$ cat src/rtl/fpu_pkg.sv
// ---------------------------------------------------------------------------
// fpu_pkg : shared binary32 field widths, exponent limits and divider states
// Revision: 1.0
// ---------------------------------------------------------------------------
`default_nettype none

package fpu_pkg;
  localparam int EXP_W   = 8;
  localparam int MAN_W   = 23;
  localparam int BIAS    = 127;
  localparam int EXP_MAX = 255;

  typedef enum logic [1:0] {
    IDLE  = 2'd0,
    DIV   = 2'd1,
    ROUND = 2'd2,
    DONE  = 2'd3
  } fdiv_state_t;
endpackage

`default_nettype wire

$ cat src/rtl/fdiv_mant_step.sv
// ---------------------------------------------------------------------------
// fdiv_mant_step : one restoring-division step, one quotient bit per call
// Revision: 1.0
// ---------------------------------------------------------------------------
`default_nettype none

module fdiv_mant_step #(
  parameter int W = 24
) (
  input  logic [W:0]   rem,
  input  logic [W-1:0] divisor,
  output logic [W:0]   next_rem,
  output logic         qbit
);
  logic [W+1:0] diff;
  logic [W:0]   sel;

  // The partial remainder is always below the divisor after selection,
  // so the left shift never loses a set bit.
  always_comb begin
    diff     = {1'b0, rem} - {2'b00, divisor};
    qbit     = ~diff[W+1];
    sel      = qbit ? diff[W:0] : rem;
    next_rem = sel << 1;
  end
endmodule

`default_nettype wire

$ cat src/rtl/fdiv_iter.sv
// ---------------------------------------------------------------------------
// fdiv_iter : iterative binary32 divider, restoring mantissa division + RNE
// Revision: 1.0
// ---------------------------------------------------------------------------
`default_nettype none

module fdiv_iter
  import fpu_pkg::*;
#(
  parameter int QBITS = 26
) (
  input  logic        clk,
  input  logic        rst,
  input  logic        in_valid,
  output logic        in_ready,
  input  logic [31:0] x1,
  input  logic [31:0] x2,
  output logic        out_valid,
  input  logic        out_ready,
  output logic [31:0] y,
  output logic        ovf
);
  localparam int MW = MAN_W + 1;

  fdiv_state_t       state, state_next;
  logic [4:0]        cnt;
  logic [MW:0]       rem, step_rem;
  logic [MW-1:0]     dvs;
  logic [QBITS-1:0]  q;
  logic              step_q, sign, special, spec_zero, accept;
  logic [EXP_W-1:0]  e1, e2;
  logic              e1z, e2z, e1m, e2m;
  logic signed [9:0] exp_acc, exp_n, exp_f;
  logic [MAN_W-1:0]  mant_n;
  logic              guard, sticky, inc;
  logic [MW-1:0]     mant_r;
  logic [31:0]       res;
  logic              res_ovf;

  assign e1  = x1[MAN_W +: EXP_W];
  assign e2  = x2[MAN_W +: EXP_W];
  assign e1z = (e1 == '0);
  assign e2z = (e2 == '0);
  assign e1m = (e1 == '1);
  assign e2m = (e2 == '1);

  // Reset gates in_ready combinationally so it reads 0 for the whole reset.
  assign in_ready = (state == IDLE) && !rst;
  assign accept   = in_valid && in_ready;

  fdiv_mant_step #(.W(MW)) u_step (
    .rem      (rem),
    .divisor  (dvs),
    .next_rem (step_rem),
    .qbit     (step_q)
  );

  always_comb begin
    state_next = state;
    case (state)
      IDLE:    if (accept) state_next = DIV;
      DIV:     if (cnt == 5'(QBITS - 1)) state_next = ROUND;
      ROUND:   state_next = DONE;
      DONE:    if (out_valid && out_ready) state_next = IDLE;
      default: state_next = IDLE;
    endcase
  end

  always_ff @(posedge clk or posedge rst) begin
    if (rst) state <= IDLE;
    else     state <= state_next;
  end

  // Normalize the 26-bit quotient, then round to nearest-even.
  always_comb begin
    exp_n  = exp_acc;
    mant_n = q[QBITS-2 -: MAN_W];
    guard  = q[QBITS-2-MAN_W];
    sticky = q[0] | (rem != '0);
    if (!q[QBITS-1]) begin
      exp_n  = exp_acc - 10'sd1;
      mant_n = q[QBITS-3 -: MAN_W];
      guard  = q[0];
      sticky = (rem != '0);
    end
    inc     = guard & (sticky | mant_n[0]);
    mant_r  = {1'b0, mant_n} + {{MAN_W{1'b0}}, inc};
    exp_f   = exp_n + $signed({9'd0, mant_r[MW-1]});
    res_ovf = 1'b0;
    res     = {sign, exp_f[EXP_W-1:0], mant_r[MAN_W-1:0]};
    if (special) begin
      res = {sign, {EXP_W{~spec_zero}}, {MAN_W{1'b0}}};
    end else if (exp_f >= $signed(10'(EXP_MAX))) begin
      res     = {sign, {EXP_W{1'b1}}, {MAN_W{1'b0}}};
      res_ovf = 1'b1;
    end else if (exp_f <= 10'sd0) begin
      res = {sign, 31'd0};
    end
  end

  always_ff @(posedge clk or posedge rst) begin
    if (rst) begin
      cnt       <= '0;
      rem       <= '0;
      dvs       <= '0;
      q         <= '0;
      sign      <= 1'b0;
      exp_acc   <= '0;
      special   <= 1'b0;
      spec_zero <= 1'b0;
      y         <= '0;
      ovf       <= 1'b0;
      out_valid <= 1'b0;
    end else begin
      if (accept) begin
        cnt       <= '0;
        rem       <= {2'b01, x1[MAN_W-1:0]};
        dvs       <= {1'b1, x2[MAN_W-1:0]};
        q         <= '0;
        sign      <= x1[31] ^ x2[31];
        exp_acc   <= $signed({2'b00, e1} - {2'b00, e2} + 10'(BIAS));
        special   <= e1z | e2z | e1m | e2m;
        spec_zero <= e1z & ~e2z & ~e2m;
      end
      if (state == DIV) begin
        rem <= step_rem;
        q   <= {q[QBITS-2:0], step_q};
        cnt <= cnt + 5'd1;
      end
      if (state == ROUND) begin
        y   <= res;
        ovf <= res_ovf;
      end
      // out_valid rises one edge after DONE is entered and drops on handshake.
      out_valid <= (state == DONE) && !(out_valid && out_ready);
    end
  end
endmodule

`default_nettype wire

$ cat config.mk
export PLATFORM = sky130hd
export DESIGN_NAME = fdiv_iter
export DESIGN_NICKNAME = d
export VERILOG_FILES = /design/src/rtl/fpu_pkg.sv /design/src/rtl/fdiv_mant_step.sv /design/src/rtl/fdiv_iter.sv
export SDC_FILE = /design/constraint.sdc
export NUM_CORES = 1
export LEC_CHECK = 0
export BUFFER_PORTS_ARGS = -buffer_cell sky130_fd_sc_hd__buf_2
export CORE_ASPECT_RATIO = 1.25
export CORE_MARGIN = 10
export CORE_UTILIZATION = 46
export CTS_BUF_LIST = sky130_fd_sc_hd__clkbuf_4 sky130_fd_sc_hd__clkbuf_8 sky130_fd_sc_hd__clkbuf_16
export DETAILED_ROUTE_END_ITERATION = 8
export HOLD_SLACK_MARGIN = 0.12
export PLACE_DENSITY_LB_ADDON = 0.15
export SLEW_MARGIN = 20
export SYNTH_ARGS = -nofsm -noshare
export SYNTH_HDL_FRONTEND = slang
export SYNTH_SLANG_ARGS = --single-unit
$ cat constraint.sdc
create_clock -name clk -period 7.2 [get_ports clk]
set_clock_uncertainty 0.1 [all_clocks]
set_input_delay 0 -clock clk [delete_from_list [all_inputs] [get_ports clk]]
set_output_delay 0 -clock clk [all_outputs]
set_load 0.02 [all_outputs]
==> summary.txt <==
Status
  – Outcome: finished clean

Finish
  – Area growth, synth to finish: 21.30%
  – Share of cells above drive strength 1: between 10% and 20%
  – Multi-input combinational cell area: between 5000 and 6000 um^2
  – NumNets Final: 1300
  – FF/Latch Area: between 3000 and 4000 um^2
  – Fillers: roughly 1800
  – Inserted Diodes: 0

Setup path
  – CP Capture Type: register
  – Crit path largest cell delay: approximately 560 ps
  – Setup CP Type: register to register
  – Worst Reg-to-Reg Cells: 15
  – Critical-path maximum fanout: 25
  – Reg2reg end: y[20]
  – CP arrival: slightly below 5000 ps
  – R2R Setup Slk: ~2500 ps
  – Buf+Inv Stages, Crit Path: 1
  – CP delay by family, top: simple AND/OR/NAND/NOR gates
  – Reg2reg start: q[25]
  – Critical Path RT: 7380 ps
  – Critical Path, Cell by Cell: nand2b_1 -> a211oi_1 -> nand4_1 -> nor2_1 -> nand2_1 -> nor3_1 -> ha_1 -> nor3b_1 -> nor2_1 -> nor3_1 -> xnor2_1 -> a31oi_1 -> o311ai_4 -> buf_4 -> o22ai_1
  – Nature of the critical path startpoint: register
  – CP max stage cell: dfrtp_2

Detailed routing
  – Vias: just under 8000
  – Via/cell ratio: around 5.4
  – Total iterations of the first detailed-routing run: 6
  – Drt wl/cell: around 16 um
  – # DRC: 0
  – Iteration-0 DRC Markers: 378
  – Routed Antenna Nets: 0
  – Routed WL: around 22000 um

Power and ir drop
  – VDD IR max: 0.2378 mV
  – Tot Pwr: just over 5 mW
  – Pleak: around 4.7 nW
  – P per Cell Area: about 470 nW/um^2

GRT
  – Largest net degree at the start of global routing: 85
  – Initial antenna violation count: 0
  – First-pass GRT wire length: around 38000 um
  – Total GRT Usage: between 10% and 20%
  – GR Overflow Total: 0
  – Vias in the first global route: between 7000 and 8000

Synth
  – Flops & latches, synth: between 100 and 150
  – Post-synth ARST share: 100.0%
  – Synth Instances: approximately 1100
  – Net Count, Synth: ~1200
  – Most instantiated cells after synthesis: 156 x nand2_1, 129 x dfrtp_1, 87 x o21ai_0
  – Count leader, synth: nand2_1
  – Syn Std Cell Area: 8942 um^2
  – Synth unique cells: 63
  – EDFF count, synth: 0
  – Yosys warns: 0
  – Cell taking the most area after synthesis: dfrtp_1
  – Seq/Total Area, Yosys: a little over a third
  – Synth Flop Type: dfrtp_1
  – Area contributors post-synth: dfrtp_1 36%, nand2_1 6.5%, ha_1 6.2%
  – Yosys top cell area share: between 30% and 40%
  – Syn_area_per_cell: around 8.5 um^2

STA
  – Final critical-path required period: 4737 ps
  – Tcrit/Tclk final: between 60 and 70%
  – Final TNS setup: 0 ps
  – Slew @ Worst Pin: 988.7 ps
  – Final Setup Violations: 0
  – Max-slew violations: 0
  – Final Hold Vio Count: 0
  – Fmax: 211.1 MHz
  – Unrepaired setup endpoints after global routing: no
  – Slew margin rel.: between 30% and 40%

Hold path
  – Hold path cells: 4
  – Worst min path class: input port to register
  – Worst Hold End: dvs[20]
  – Hold_sp: in_valid

Floorplan
  – Initial Util: a little under half
  – Cell Rows: 56
  – Die width: roughly 140 um
  – Core ar.: between 15000 and 20000 um^2
  – Die height: 175.9 um
  – IO Count: ~100
  – Area of the die: 25450 um^2

CTS
  – Worst-path clk slew: approximately 60 ps
  – Clock tree root buffer cell: clkbuf_16
  – Post-cts resize count: 0
  – Clock Latency Late Sink: around 420 ps
  – H-tree Lvls: 4
  – CTS Buf Count: 17
  – Sink Count: 129
  – CTS tree: done
  – Max clock buf depth: 2

Place
  – GPL Wtd Cong: 0.8250
  – Port bufs: 102
  – Dpl hpwl: ~16000 um

Flow run
  – Max cap viols: 0
placed cells by master (no fill, tap or decap), drive strengths merged, types with 11 or more instances in the layout:
master / synthesis / layout
a21oi: 63 / 63
nand3: 20 / 20
mux2i: 30 / 30
nor3: 20 / 20
a21o: 13 / 13
xor2: 29 / 29
ha: 44 / 44
and2: 18 / 18
nor2: 44 / 44
clkbuf: 50 / 19
o22ai: 24 / 24
nor4: 16 / 16
nor2b: 12 / 12
buf: 15 / 110
dlygate4sd3: 0 / 65
dfrtp: 129 / 129
o21ai: 87 / 87
inv: 80 / 81
nand2: 156 / 156
nand4: 11 / 11
a211oi: 27 / 27
a31oi: 12 / 12
xnor2: 43 / 43
worst max-delay path by stage:
| stage | end | cells past startpoint | start | slack, ps |
|---|---|---|---|---|
| after CTS | y[22] | 15 | q[25] | 2440 |
| after global routing | y[21] | 15 | q[25] | 2000 |
| after floorplan | y[10] | 17 | q[25] | 3050 |
| after global placement | y[22] | 15 | q[25] | 2550 |
| after detailed placement | y[22] | 15 | q[25] | 2490 |
| final | y[20] | 15 | q[25] | 2460 |
metrics by stage:
stage / setup slack, ps / utilization [%] / std cells / instance area, um^2 / hold slack, ps
floorplan: 3054 / - / 1057 / 8942 / -5.706
global placement: 2548 / 50.56 / 1334 / 9564 / 101.2
detailed placement: 2488 / 50.56 / 1334 / 9564 / 110.4
CTS: 2435 / 57.33 / 1431 / 10850 / 123.1
global route: 2003 / 57.33 / 1431 / 10850 / 179.3
finish: 2463 / 57.33 / 1431 / 10850 / 138.1
where the power goes:
group	switching [mW]	internal (mW)	total, mW	leakage (nW)
sequential	0.343	1.03	1.38	1.64
combinational	1.58	1.20	2.78	2.73
clock	0.336	0.593	0.928	0.307
worst register-to-register path, delay by kind of cell, from the launching register on:
family,cells,cell delay (ps)
AO/OA/AOI/OAI,4,1000
XOR/XNOR,1,260
adder cells (fa/ha/maj),1,230
buffers and inverters,1,370
flip-flops,1,560
AND/OR/NAND/NOR,8,2090
kinds of logic after synthesis:
group / share of synthesized area, %
AOI/OAI and AO/OA: 20.46
DFF: 36.10
adders and majority gates: 6.604
buffers and inverters: 6.394
xor gates and xnor gates: 7.052
muxes: 4.366
and+or+nand+nor: 19.03
area by class of cell:
| class | instances | share of cell area (%) |
|---|---|---|
| repair buffers | 175 | 11.26 |
| clock inverters | 13 | 1.707 |
| flip-flops and latches | 129 | 29.77 |
| well taps | 232 | 2.676 |
| clock buffers | 19 | 4.118 |
| inverters | 80 | 2.792 |
| multi-input cells | 783 | 47.68 |
routing by layer:
layer	up-vias	share of wire (%)	wire (um)	global-route usage, %
met5	-	0	0	0
met1	3658	45	10110	22.76
met2	133	49	10900	29.47
li1	3949	-	-	-
met4	0	2.5	552	6.540
met3	27	3.3	744	3.185
sequential cells by signal, summed over array words and instances (netlist names):
register,flops
y,32
special,1
dvs,24
rem,25
q,26
cnt,5
exp_acc,10
out_valid,1
ovf,1
state,2
sign,1
spec_zero,1
timing repair:
item                                   4_1_cts  5_1_grt
setup buffers                                0        0
endpoints found under the hold margin      132        0
hold buffers                                65        0
Note: power is estimated with default switching activity, not from simulation.
